### config.mk
export PLATFORM = sky130hd
export DESIGN_NAME = pipe_skid_stage
export DESIGN_NICKNAME = d
export VERILOG_FILES = /design/src/rtl/pipe_skid_stage.sv
export SDC_FILE = /design/constraint.sdc
export NUM_CORES = 1
export LEC_CHECK = 0
export ABC_AREA = 0
export CORE_ASPECT_RATIO = 1.4
export CORE_MARGIN = 2
export CORE_UTILIZATION = 55
export DETAILED_ROUTE_END_ITERATION = 10
export DONT_BUFFER_PORTS = 1
export PLACE_DENSITY = 0.67
export SYNTH_ARGS = -nofsm -noshare
export SYNTH_HDL_FRONTEND = slang
export SYNTH_SLANG_ARGS = --single-unit
export TNS_END_PERCENT = 10
### constraint.sdc
create_clock -name clk -period 11.2 [get_ports clk]
set_input_delay 1.12 -clock clk [delete_from_list [all_inputs] [get_ports clk]]
set_output_delay 1.12 -clock clk [all_outputs]
set_load 0.01 [all_outputs]
### src/rtl/pipe_skid_stage.sv
// Pipeline register stage with optional skid buffer.
// With SKID=1 the stage has a head (main) entry and a skid entry.
// in_ready then comes straight from a flop, so out_ready never reaches in_ready.
// With SKID=0 there is a single entry, and in_ready depends combinationally on out_ready.
// Control bits read as zero whenever the head slot holds a bubble.
module pipe_skid_stage #(
  parameter int unsigned DATA_W = 128,
  parameter int unsigned CTRL_W = 16,
  parameter int unsigned SKID   = 1
) (
  input  logic              clk,
  input  logic              clrn,
  input  logic              in_valid,
  output logic              in_ready,
  input  logic [CTRL_W-1:0] in_ctrl,
  input  logic [DATA_W-1:0] in_data,
  input  logic              flush,
  output logic              out_valid,
  input  logic              out_ready,
  output logic [CTRL_W-1:0] out_ctrl,
  output logic [DATA_W-1:0] out_data,
  output logic [1:0]        occupancy
);

  logic              main_valid_q, main_valid_d;
  logic              skid_valid_q, skid_valid_d;
  logic [CTRL_W-1:0] main_ctrl_q, main_ctrl_d;
  logic [DATA_W-1:0] main_data_q, main_data_d;
  logic [CTRL_W-1:0] skid_ctrl_q, skid_ctrl_d;
  logic [DATA_W-1:0] skid_data_q, skid_data_d;
  logic [1:0]        occ_q, occ_d;
  logic              accept;
  logic              emit;

  // skid_valid_q is a flop, so the SKID=1 ready has no path from out_ready.
  assign in_ready = (SKID != 0) ? ~skid_valid_q : (~main_valid_q | out_ready);
  assign accept   = in_valid & in_ready;
  assign emit     = main_valid_q & out_ready;

  // Next-state: flush wins, then drain skid->main, then single-entry accept/emit cases.
  always_comb begin
    main_valid_d = main_valid_q;
    skid_valid_d = skid_valid_q;
    main_ctrl_d  = main_ctrl_q;
    main_data_d  = main_data_q;
    skid_ctrl_d  = skid_ctrl_q;
    skid_data_d  = skid_data_q;
    if (flush) begin
      main_valid_d = 1'b0;
      skid_valid_d = 1'b0;
    end else if (skid_valid_q) begin
      // Full: in_ready is low, so only an emit can happen.
      if (emit) begin
        main_ctrl_d  = skid_ctrl_q;
        main_data_d  = skid_data_q;
        skid_valid_d = 1'b0;
      end
    end else if (main_valid_q) begin
      if (accept && emit) begin
        main_ctrl_d = in_ctrl;
        main_data_d = in_data;
      end else if (emit) begin
        main_valid_d = 1'b0;
      end else if (accept) begin
        // Only reachable with SKID=1; SKID=0 deasserts in_ready here.
        skid_ctrl_d  = in_ctrl;
        skid_data_d  = in_data;
        skid_valid_d = 1'b1;
      end
    end else if (accept) begin
      main_ctrl_d  = in_ctrl;
      main_data_d  = in_data;
      main_valid_d = 1'b1;
    end
    occ_d = {1'b0, main_valid_d} + {1'b0, skid_valid_d};
  end

  // State registers with asynchronous active-high clear.
  always_ff @(posedge clk or posedge clrn) begin
    if (clrn) begin
      main_valid_q <= 1'b0;
      skid_valid_q <= 1'b0;
      main_ctrl_q  <= '0;
      main_data_q  <= '0;
      skid_ctrl_q  <= '0;
      skid_data_q  <= '0;
      occ_q        <= 2'd0;
    end else begin
      main_valid_q <= main_valid_d;
      skid_valid_q <= skid_valid_d;
      main_ctrl_q  <= main_ctrl_d;
      main_data_q  <= main_data_d;
      skid_ctrl_q  <= skid_ctrl_d;
      skid_data_q  <= skid_data_d;
      occ_q        <= occ_d;
    end
  end

  // Outputs: control masked to zero on a bubble, payload held as-is.
  always_comb begin
    out_valid = main_valid_q;
    out_ctrl  = main_valid_q ? main_ctrl_q : '0;
    out_data  = main_data_q;
    occupancy = occ_q;
  end

endmodule

# Yosys cells after proc, flatten, opt, wreduce, memory -nomap -nowiden
# Cells that the tools add are included.
[classes]
n_bitwise = 6
add_sub_neg = 1
n_reduce_logical = 4
mux = 22
n_eq_ne = 2
[op_table]
columns = ["op", "count"]
rows = [
  ["two-way mux 128 bit", 5],
  ["two-way mux 16 bit", 6],
  ["two-way mux 1 bit", 11],
  ["AND reduction 6 bit", 1],
  ["inverter 1 bit", 4],
  ["AND reduction 4 bit", 1],
  ["inequality test 3 x 1 -> 1 bit, second input constant", 1],
  ["nonzero test 3 bit", 1],
  ["adder 1 x 1 -> 2 bit", 1],
  ["bitwise AND 1 bit", 2],
  ["inequality test 2 x 1 -> 1 bit, second input constant", 1],
  ["logical AND 1 bit", 1],
]
[totals]
word_cells = 42
output_inout_bits = 148
ff_bits = 292
input_bits = 149

# Logic depth before layout (Yosys ltp)
[depth]
word_depth = 9
ltp_mapped = 7

# Least setup slack after synthesis
# No wires, ideal clock.
[synth_timing]
path_kind = "input-to-reg"
from = "input port flush"
to = "register skid_ctrl_q[0]"
setup_time_ps = 125
t_arrival_ps = 2361
path_stages = 5
slack_ps = 8714
path_cell_list = "or4b_1 buf_4 buf_6 buf_6 mux2_4"
[synth_between]
elab_chain_cells = 2
[synth_lines]
columns = ["element", "line_no", "source"]
rows = [
  ["start, declared", "17", "input logic flush,"],
  ["inverter 1 bit (no source line)", "-", ""],
  ["AND reduction 6 bit (no source line)", "-", ""],
  ["end signal, assigned", "93", "skid_ctrl_q <= skid_ctrl_d;"],
  ["end, declared", "29", "logic [CTRL_W-1:0] skid_ctrl_q, skid_ctrl_d;"],
]
# Every way passes these cells.
# A chain may end at the register's enable or synchronous reset.

# Worst setup path in the final report
[layout_timing]
from = "register skid_valid_q"
to = "register main_data_q[72] (netlist: out_data[72])"
[layout_between]
elab_chain_cells = 5
[layout_lines]
columns = ["element", "line_no", "source"]
rows = [
  ["start, declared", "26", "logic skid_valid_q, skid_valid_d;"],
  ["start signal, assigned", "90", "skid_valid_q <= skid_valid_d;"],
  ["inverter 1 bit (no source line)", "-", ""],
  ["bitwise AND 1 bit", "37", "assign accept = in_valid & in_ready;"],
  ["logical AND 1 bit", "59", "if (accept && emit) begin"],
  ["inequality test 3 x 1 -> 1 bit (no source line)", "-", ""],
  ["AND reduction 4 bit (no source line)", "-", ""],
  ["end signal, assigned", "92", "main_data_q <= main_data_d;"],
  ["end, declared", "28", "logic [DATA_W-1:0] main_data_q, main_data_d;"],
]
# Parallel ways exist; a longest one is shown, timed or not.

==> qor.yml <==
antenna_found_initial: 0
num_io_pins: 297
fmax_mhz: 299
worst_pin_slew_ps: 1060
crit_arrival_ps: 3740
use_met3_pct: 8.59
die_width_um: 133
row_count: 66
startpoint_type: "flop"
hold_class: "reg2reg"
finalWeightedCongestion: 0.749
crit_type: "reg2reg"
wire_per_inst_um: 23.3
reg2reg_from: "skid_valid_q"
post_cts.resized_instances: 0
hold_viol_final: 0
end_kind: "flop"
p_per_area_nw_per_um2: 213
area_growth_pct: 8.90
relSlewSlack_pct: 29.2
power_leakage_nw: 6.20
postCtsSetupRepairBufs: 0
cts_max_level: 1
clkSinkCount: 292
finalSetupViolations: 0
initial_core_util_pct: 55.7
nets: 941
clk_latency_ps: 530
grt_max_degree: 159
cp.required_ps: 11600
crit_start: "skid_valid_q"
timing.final.crit_share_pct: 29.8
die_y_um: 185
irDropWorstVdd_uv: 157
diodes: 0
cts_root_buf: "clkbuf_16"
syn_inst: 804
drive_gt1_share_pct: 58.9
io_buffers: 0
grt_pass1_vias: 7357
use_met1_pct: 24.4
rsz0062_at_grt: "no"
ys_seq_area_share_pct: 56.7
crit_fanout: 144
dp.cells: 1067
via_count: 6493
die_area_um2: 24700
dr.first_iter.drc_count: 237
grt.total_usage_pct: 20.9
dr.pass1.iters: 4
clock_skew_ps: 15.1
stdcell_count: 1119
drc_errors: 0
r2r_cells: 5
fin_crit_ps: 3340
drt_wl_total_um: 26100
cts_tree: "done"
status: "finished clean"
grt_pass1_wl_um: 41000
drv_cap: 0
synth_fp_nets: 954
use_met2_pct: 34.8
worstSetupEndpoint: "out_data[72]"
ctsHoldBuffers: 0
busiest_layer: "met2"
finalSetupTns_ps: 0
ant_nets: 0
clk_pin_slew_ps: 60
r2r_end: "out_data[72]"
synth_cell_types: 20
power_w: 0.00299
syn_avg_cell_area_um2: 16.0
dp_hpwl_um: 17100
rrSetupSlack_ps: 7860
synth_warnings: 0
viasPerCell: 5.80
ys_ff_latch: 292
cts_buffers: 28
core-area_um2: 23100
cts_buffer_depth: 3
finalMaxSlewViolations: 0
grt-ovfl-total: 0
syn_area_um2: 12900
==> final cells by class <==
type / instances / area [µm²]
Tap cell: 306 / 383
Sequential cell: 292 / 7310
Clock buffer: 41 / 861
Inverter: 3 / 18.8
Clock inverter: 11 / 108
Multi-Input combinational cell: 459 / 5290
Fill cell: 1771 / 9090
Timing Repair Buffer: 7 / 65.1
==> sequential cells by signal (all words and copies together) (netlist names) <==
register / cells
main_ctrl_q: 16
skid_data_q: 128
skid_ctrl_q: 16
skid_valid_q: 1
occupancy: 2
out_data: 128
out_valid: 1
==> stage by stage <==
stage | instance area (µm²) | utilization, % | hold WS [ps] | setup slack, ps
2_1_floorplan | 12900 | - | 449 | 2020
3_3_place_gp | 13100 | 56.5 | 476 | 7930
3_5_place_dp | 13100 | 56.5 | 488 | 7890
4_1_cts | 14000 | 60.7 | 505 | 7850
5_1_grt | 14000 | 60.7 | 509 | 7670
6_report | 14000 | 60.7 | 502 | 7860
==> per-layer routing <==
| layer | vias up | routed length [µm] |
|---|---|---|
| met3 | 49 | 2730 |
| met4 | 0 | 829 |
| met1 | 3381 | 9480 |
| li1 | 2838 | - |
| met2 | 225 | 13000 |
| met5 | - | 0 |
==> cells in the final DEF (no fill, tap or decap), types with 2 or more instances in the layout <==
cell and count:
a21oi_1 2, and2_1 16, buf_4 6, bufinv_16 2
clkbuf_1 3, clkbuf_16 29, clkbuf_8 9, clkinv_2 8
dfrtp_1 291, inv_1 2, mux2_1 14, mux2_2 358
mux2_4 60
==> worst max-delay path, cell delays in order (launching register included) <==
cell and delay (ps):
dfrtp_4 790, buf_4 760, nor2_1 190, a211oi_4 240, buf_12 630, mux2_2 410
==> worst min path at each step <==
stage                     depth (start not counted)             from              end
final                                             1  skid_data_q[97]  skid_data_q[97]
after global routing                              1   main_ctrl_q[8]   main_ctrl_q[8]
after CTS                                         1   main_ctrl_q[8]   main_ctrl_q[8]
after detailed placement                          1  skid_data_q[94]  skid_data_q[94]
after global placement                            1   main_ctrl_q[7]   main_ctrl_q[7]
after floorplan                                   1   main_ctrl_q[7]   main_ctrl_q[7]
==> synth_stat cells <==
cell type / instances / area share [%]
or2_1: 1 / 0.049
nor2_1: 1 / 0.029
dfrtp_1: 292 / 57
and2_1: 16 / 0.78
o21ai_0: 1 / 0.039
mux2_4: 60 / 7.0
a211oi_2: 1 / 0.097
clkbuf_1: 18 / 0.52
mux2_1: 14 / 1.2
nand2_1: 1 / 0.029
mux2_2: 358 / 31
ha_1: 1 / 0.097
buf_2: 17 / 0.66
a211oi_1: 1 / 0.058
inv_1: 3 / 0.087
a21oi_1: 2 / 0.078
nand2b_4: 1 / 0.11
buf_6: 7 / 0.61
or4b_1: 1 / 0.078
buf_4: 8 / 0.47
==> cells by family (layout without fill, tap and decap cells) <==
logic type,after synthesis,count (layout),share of synthesized area (%)
AOI/OAI and AO/OA,5,5,0.272
adders and majority gates,1,1,0.0971
buffers and inverters,53,62,2.35
DFF,292,292,56.7
muxes,432,432,39.5
and+or+nand+nor,21,21,1.07
==> report_power, final <==
part           internal [W]  switching, W  leakage (nW)
combinational      0.000299      0.000140          2.18
sequential          0.00134      0.000246          3.53
clock              0.000577      0.000392         0.485
total               0.00221      0.000778          6.20
No activity file was read; power rests on OpenSTA's default activity.
